File: config.mk
export PLATFORM = sky130hd
export DESIGN_NAME = riscvbc_icache_dm
export DESIGN_NICKNAME = d
export VERILOG_FILES = /design/src/rtl/riscvbc_icache_dm.sv
export SDC_FILE = /design/constraint.sdc
export NUM_CORES = 2
export LEC_CHECK = 0
export BUFFER_PORTS_ARGS = -buffer_cell sky130_fd_sc_hd__buf_2
export CAP_MARGIN = 0
export CORE_MARGIN = 3
export CORE_UTILIZATION = 35
export CTS_BUF_LIST = sky130_fd_sc_hd__clkbuf_4
export DETAILED_ROUTE_END_ITERATION = 8
export PLACE_DENSITY_LB_ADDON = 0.1
export SYNTH_ARGS = -nofsm -noshare
export SYNTH_HDL_FRONTEND = slang
export SYNTH_SLANG_ARGS = --single-unit
File: constraint.sdc
create_clock -name clk -period 7.9 [get_ports clk]
set_input_delay 1.975 -clock clk [delete_from_list [all_inputs] [get_ports clk]]
set_output_delay 1.975 -clock clk [all_outputs]
set_load 0.01 [all_outputs]
File: src/rtl/riscvbc_icache_dm.sv
// Direct-mapped, blocking, read-allocate instruction cache with multi-word lines.
// Reads refill word-by-word on a miss; writes go through to memory without allocating.
module riscvbc_icache_dm #(
    parameter int p_num_lines      = 16,
    parameter int p_words_per_line = 4
) (
    input  logic        clk,
    input  logic        reset,
    input  logic        memreq_val,
    output logic        memreq_rdy,
    input  logic [66:0] memreq_msg,
    output logic        memresp_val,
    input  logic        memresp_rdy,
    output logic [34:0] memresp_msg,
    output logic        cachereq_val,
    input  logic        cachereq_rdy,
    output logic [66:0] cachereq_msg,
    input  logic        cacheresp_val,
    output logic        cacheresp_rdy,
    input  logic [34:0] cacheresp_msg,
    input  logic        flush,
    output logic        flush_done
);

    localparam int OFF_W = $clog2(p_words_per_line);
    localparam int IDX_W = $clog2(p_num_lines);
    localparam int TAG_W = 32 - IDX_W - OFF_W - 2;

    typedef enum logic [2:0] {
        IDLE, TAG, REFILL_REQ, REFILL_WAIT, WR_REQ, WR_WAIT, RESP, FLUSH
    } state_t;

    state_t state, state_next;

    logic [66:0]      req_q;
    logic             req_type;
    logic [1:0]       req_len;
    logic [31:0]      req_addr;
    logic [31:0]      req_data;
    logic [OFF_W-1:0] req_off;
    logic [IDX_W-1:0] req_idx;
    logic [TAG_W-1:0] req_tag;

    logic [OFF_W-1:0]       word_cnt;
    logic [IDX_W-1:0]       flush_cnt;
    logic                   flush_pending;
    logic [p_num_lines-1:0] valid_q;
    logic [TAG_W-1:0]       tag_q  [p_num_lines];
    logic [31:0]            data_q [p_num_lines*p_words_per_line];
    logic [31:0]            resp_data;
    logic [31:0]            num_hits;
    logic [31:0]            num_misses;

    logic hit;
    logic last_word;
    logic last_line;
    logic unused_resp_bits;

    assign req_type  = req_q[66];
    assign req_addr  = req_q[65:34];
    assign req_len   = req_q[33:32];
    assign req_data  = req_q[31:0];
    assign req_off   = req_addr[OFF_W+1:2];
    assign req_idx   = req_addr[IDX_W+OFF_W+1:OFF_W+2];
    assign req_tag   = req_addr[31:IDX_W+OFF_W+2];

    assign hit       = valid_q[req_idx] && (tag_q[req_idx] == req_tag);
    assign last_word = (word_cnt == OFF_W'(p_words_per_line - 1));
    assign last_line = (flush_cnt == IDX_W'(p_num_lines - 1));

    assign unused_resp_bits = ^cacheresp_msg[34:32];

    always_ff @(posedge clk) begin
        if (reset) state <= IDLE;
        else       state <= state_next;
    end

    // NOTE: every always_comb output gets a default first so no path can infer a latch.
    always_comb begin
        state_next = state;
        case (state)
            IDLE:        if (flush_pending || flush) state_next = FLUSH;
                         else if (memreq_val)        state_next = TAG;
            TAG:         if (req_type)               state_next = WR_REQ;
                         else if (hit)               state_next = RESP;
                         else                        state_next = REFILL_REQ;
            REFILL_REQ:  if (cachereq_rdy)           state_next = REFILL_WAIT;
            REFILL_WAIT: if (cacheresp_val)          state_next = last_word ? RESP : REFILL_REQ;
            WR_REQ:      if (cachereq_rdy)           state_next = WR_WAIT;
            WR_WAIT:     if (cacheresp_val)          state_next = RESP;
            RESP:        if (memresp_rdy)            state_next = IDLE;
            FLUSH:       if (last_line)              state_next = IDLE;
            default:                                 state_next = IDLE;
        endcase
    end

    // Handshake outputs are forced low while reset is held, before the state is known.
    always_comb begin
        memreq_rdy   = 1'b0;
        memresp_val  = 1'b0;
        cachereq_val = 1'b0;
        flush_done   = 1'b0;
        cachereq_msg = {1'b0, req_tag, req_idx, word_cnt, 2'b00, 2'b00, 32'b0};
        if (!reset) begin
            case (state)
                IDLE:       memreq_rdy   = !flush_pending && !flush;
                REFILL_REQ: cachereq_val = 1'b1;
                WR_REQ: begin
                    cachereq_val = 1'b1;
                    cachereq_msg = req_q;
                end
                RESP:       memresp_val  = 1'b1;
                FLUSH:      flush_done   = last_line;
                default: ;
            endcase
        end
    end

    assign memresp_msg   = {req_type, req_len, req_type ? 32'b0 : resp_data};
    assign cacheresp_rdy = 1'b1;

    // NOTE: sequential state uses non-blocking assignments so every register samples pre-edge values.
    always_ff @(posedge clk) begin
        if (reset) begin
            valid_q       <= '0;
            flush_pending <= 1'b0;
            flush_cnt     <= '0;
            word_cnt      <= '0;
            num_hits      <= '0;
            num_misses    <= '0;
        end else begin
            flush_pending <= flush || (flush_pending && !flush_done);
            case (state)
                IDLE: if (memreq_val && memreq_rdy) req_q <= memreq_msg;
                TAG: begin
                    if (!req_type) begin
                        if (hit) begin
                            num_hits  <= num_hits + 32'd1;
                            resp_data <= data_q[{req_idx, req_off}];
                        end else begin
                            num_misses <= num_misses + 32'd1;
                            word_cnt   <= '0;
                        end
                    end else if (hit && req_len != 2'b00) begin
                        valid_q[req_idx] <= 1'b0;
                    end
                end
                REFILL_WAIT: if (cacheresp_val) begin
                    if (word_cnt == req_off) resp_data <= cacheresp_msg[31:0];
                    if (last_word) valid_q[req_idx] <= 1'b1;
                    else           word_cnt <= word_cnt + 1'b1;
                end
                FLUSH: begin
                    valid_q[flush_cnt] <= 1'b0;
                    flush_cnt          <= flush_cnt + 1'b1;
                end
                default: ;
            endcase
        end
    end

    // NOTE: tag and data arrays are not reset; the valid bits alone make their contents meaningful.
    always_ff @(posedge clk) begin
        if (state == TAG && req_type && hit && req_len == 2'b00)
            data_q[{req_idx, req_off}] <= req_data;
        if (state == REFILL_WAIT && cacheresp_val) begin
            data_q[{req_idx, word_cnt}] <= cacheresp_msg[31:0];
            if (last_word) tag_q[req_idx] <= req_tag;
        end
    end

    cacheresp_in_wait_state: assert property (@(posedge clk) disable iff (reset)
        cacheresp_val |-> (state == REFILL_WAIT || state == WR_WAIT));

endmodule

* Word level (Yosys, flattened, before mapping)
Memory sizes are Yosys's and may differ from the RTL's. A register that Yosys moved wholly into a read port is not among the register bits. Index checks and enable logic that the tools add are counted.
Storage, ports and cells: logic and storage cells 131, output and inout port bits 107, memory bits (writable) 2432, bits in registers 125, bits of input ports 109, memories 2
Operators by class: $add $sub $neg 2, bitwise gates (word level) 6, $lt $le $gt $ge 4, reductions and logical operators 28, equality and inequality tests 26, mux-type cells 56
Memory list:
- data_q | depth 64, bits a word 32, read ports 1, clocked after memory_dff 1, wr ports 1, line 49 | logic [31:0] data_q [p_num_lines*p_words_per_line];
- tag_q | depth 16, bits a word 24, read ports 1, clocked after memory_dff 1, wr ports 1, line 48 | logic [TAG_W-1:0] tag_q [p_num_lines];
Operator list (count):
- 2-to-1 mux 32 bit | 6
- 2-to-1 mux 67 bit | 2
- 2-to-1 mux 16 bit | 4
- one-hot mux 32 bit (2 select lines) | 1
- one-hot mux 16 bit (3 select lines) | 1
- 2-to-1 mux 3 bit | 11
- bitwise AND 16 bit | 2
- NOT 16 bit | 2
- OR reduction 32 bit | 1
- != test 2 bit (second input constant) | 14
- == test 24 bit | 1
- one-hot mux 3 bit (8 select lines) | 1
- 2-to-1 mux 1 bit | 19
- bitwise OR 16 bit | 1
- == test 3 bit (second input constant) | 4
- 2-to-1 mux 6 bit | 2
- logical AND 1 bit | 11
- < comparator 4 x 5 -> 1 bit (second input constant) | 2
- AND reduction 5 bit | 2
- demux 1 bit (select 4 bit) | 2
- >= comparator 4 x 1 -> 1 bit (second input constant) | 2
- 2-to-1 mux 2 bit | 4
- AND reduction 7 bit | 1
- == test 3 x 2 -> 1 bit (second input constant) | 2
- other kinds (20) | 24

* Logic depth before layout (Yosys ltp)
word-level depth 9, gate-level depth with buffers 14, mapped depth without buffers 10

* Least setup slack after synthesis
No wires, ideal clock.
path type reg-to-reg, start point register with a tool-made name, end point register resp_data[0], enable pin, buffers on the path 2, setup time 0.470 ns, slack 2.545 ns, cell stages (with the launch flop) 12, data required time 7.430 ns, clock period less this slack 5.355 ns, data arrival time 4.884 ns, cells stage by stage dfxtp_1 > buf_6 > buf_6 > mux4_2 > mux2i_1 > mux2i_1 > xor2_1 > nor4b_1 > nand4b_1 > and4bb_2 > nand3b_1 > a211oi_1
RTL lines:
- end signal: assignment | line 139 | resp_data <= data_q[{req_idx, req_off}];
- end signal: assignment | line 149 | if (word_cnt == req_off) resp_data <= cacheresp_msg[31:0];
- end: declaration | line 50 | logic [31:0] resp_data;

==> impl_metrics.tcl <==
set metrics [dict create \
    dieArea_sq_um 291000 \
    hold_end "flush_pending" \
    clock_sinks 2563 \
    p_comb_share_pct 7.3 \
    postCtsSetupRepairBufs 0 \
    worstHoldPathType "register to register" \
    core_area_sq_um 283000 \
    whs_ns 0.503 \
    outcome "finished clean" \
    firstDrtPassIters 5 \
    ys_top_cells_by_count "edfxtp_1 (2531), mux4_2 (755), nand2_1 (152)" \
    start_kind "register" \
    grt_max_degree 102 \
    synth_cell_type_count 69 \
    synth_top_area_share_pct 76.4 \
    grt_pass1_wl_mm 407 \
    synth_edf_count 2531 \
    ant_nets 0 \
    drv_cap 0 \
    synth_area_leaders "edfxtp_1 (76%), mux4_2 (17%), mux2i_1 (0.67%)" \
    p_int_mw 22.4 \
    die_h_microns 539 \
    dp_hpwl_mm 156 \
    critPathKind "register to register" \
    timing.rr.end "data_q[14][28]" \
    pwr-share-seq_pct 52.1 \
    max_freq_ghz 0.176 \
    post_drt_wl_per_cell_microns 31.0 \
    cts_resized 0 \
    period_share_pct 72.0 \
    switching_share_pct 23.7 \
    layout.cells.non_filler 9374 \
    syn_area_per_cell_sq_um 23.2 \
    grt_overflow_total 0 \
    clock_skew_ns 0.0769 \
    cts_tree "done" \
    drc 0 \
    drt-vias-per-instance 5.27 \
    pwr-share-clk_pct 40.6 \
    track_usage_pct 19.9 \
    p_per_area_nw_per_um2 255 \
    synth_most_common_cell "edfxtp_1" \
    cts.hold.buffers_added 0 \
    numCtsBuffers 691 \
    slew_viol_final 0 \
    drt-initial-drc-count 4538 \
    regToRegSetupSlack_ns 2.21 \
    pre_cts_ws_ns 2.11 \
    p_sw_mw 6.94 \
    required_ns 8.96 \
    clk_root_buffer_cell "clkbuf_4" \
    setup_tns_ns 0 \
    htreeDepth 6 \
    hp-start "flush_pending" \
    worstMarginPinSlew_ns 1.23 \
    syn-num-nets 4405 \
    period_needed_ns 5.69 \
    drive_gt1_share_pct 43.1 \
    drt-total-wl_mm 291 \
    syn_area_sq_um 99400 \
    ir_drop_uv 127 \
    setup_ws_ns 2.21 \
    seq_area_frac_synth_pct 77.1 \
    hold_viol 0 \
    vias 49438 \
    finalNetCount 5218 \
    rows 195 \
    cts_buffer_depth 4 \
    area_growth_pct 15.7 \
    ys_ff_latch 2563 \
    io_buffers 211 \
    yosys_warnings 0 \
    grt_pass1_vias 52176 \
    end_kind "register" \
    leakage_nw 36.8 \
    maxSlewHeadroom_pct 17.9 \
    synthCells 4291 \
    antenna_found_initial 19 \
    synth_ff_type "edfxtp_1" \
    path_clk_slew_ns 0.06 \
    synth_top_cell_by_area "edfxtp_1" \
    cp_max_fo 37 \
    start_util_pct 35.2 \
    cp.arrival_ns 6.75 \
    ff2ff_path_depth 12 \
    ios 216 \
    finalSetupViolations 0 \
    gp_congestion 0.754 \
    hold_depth 2 \
    placed_cells 8154 \
    clk_latency_ns 1.48 \
    rsz0062_at_grt "false" \
    async_reset_ff_share_pct 0 \
    die_w_microns 539 \
]
-- critical path, stage by stage (launching register included) --
cell and delay, ns:
dfxtp_4 0.89, buf_4 0.47, mux4_2 0.56, mux2i_1 0.15
mux2i_1 0.11, xnor2_1 0.37, nor4b_1 0.30, nand4b_1 0.15
and4bb_2 0.59, a21oi_4 0.08, buf_4 0.28, nor2_4 0.65
buf_4 0.51
-- logic make-up (layout without fill, tap and decap cells) --
kind of cell | count (synthesis) | in the layout | share of synthesized area, %
mux | 873 | 873 | 18.4
fa+ha+maj | 5 | 5 | 0.0629
simple gates | 441 | 441 | 2.13
other cells | 1 | 12 | 0.00377
buf+inv | 273 | 1602 | 1.28
flops | 2563 | 2563 | 77.1
xor+xnor | 33 | 33 | 0.291
compound gates | 102 | 102 | 0.789
-- worst max path at each step --
stage | to | from | slack (ns)
5_1_grt | flush_done | state[1] | 1.89
3_5_place_dp | data_q[14][31] | register | 2.11
6_report | data_q[14][28] | register | 2.21
3_3_place_gp | data_q[14][31] | register | 2.15
4_1_cts | data_q[14][28] | register | 2.02
2_1_floorplan | resp_data[0] | register | 2.55
-- routing by layer --
metal / vias up / part of all wire [%] / GRT usage, %
met5: - / 0.0045 / 0
met4: 2 / 2.1 / 5.19
met3: 406 / 5.9 / 3.69
met2: 1665 / 49 / 32.6
met1: 27030 / 43 / 27.3
li1: 20335 / - / -
-- flip-flops by register name (all words and copies together), names as in the netlist, named ones only --
| signal | cells |
|---|---|
| flush_pending | 1 |
| flush_cnt | 4 |
| resp_data | 32 |
| valid_q | 16 |
| word_cnt | 2 |
| state | 3 |
| tag_q | 384 |
| req_q | 67 |
| data_q | 2048 |
-- placed cells by master, fill, tap and decap left out, types with 11 or more instances in the layout --
cell type	n
clkinv_4	15
buf_2	211
nor2_1	39
mux2i_1	67
buf_12	19
clkbuf_4	1052
and2_1	39
nor2_4	65
mux4_2	755
nor2b_1	39
a21oi_1	16
nor3_2	17
a22oi_1	16
diode_2	11
dfxtp_1	26
nor3_1	14
nand2_1	151
xnor2_1	14
buf_4	154
o21ai_0	13
edfxtp_1	2531
xor2_1	19
clkinv_1	93
mux2_2	51
nand3_1	12
clkinvlp_4	14
-- per-stage QoR --
step                power (mW)  cell area (sq um)  util, %
global placement          17.7             106000     37.6
floorplan                 16.9              99400        -
finish                    29.3             115000     40.7
global route              30.7             115000     40.7
CTS                       29.8             115000     40.7
detailed placement        17.8             106000     37.6
-- power groups by stage --
stage,Combinational [mW],Clock [mW],Sequential (mW)
3_5_place_dp,2.20,0,15.6
2_1_floorplan,1.42,0,15.5
5_1_grt,2.31,13.1,15.3
6_report,2.13,11.9,15.3
3_3_place_gp,2.17,0,15.6
4_1_cts,2.20,12.4,15.3
-- final cells by class --
type | count | area (sq um)
Fill cell | 25284 | 167000
Sequential cell | 2563 | 76700
Multi-Input combinational cell | 1455 | 22100
Clock buffer | 1052 | 7900
Tap cell | 3743 | 4680
Timing Repair Buffer | 384 | 2590
Clock inverter | 157 | 1040
Inverter | 9 | 43.8
Antenna cell | 11 | 27.5
(Power assumes the default switching activity.)
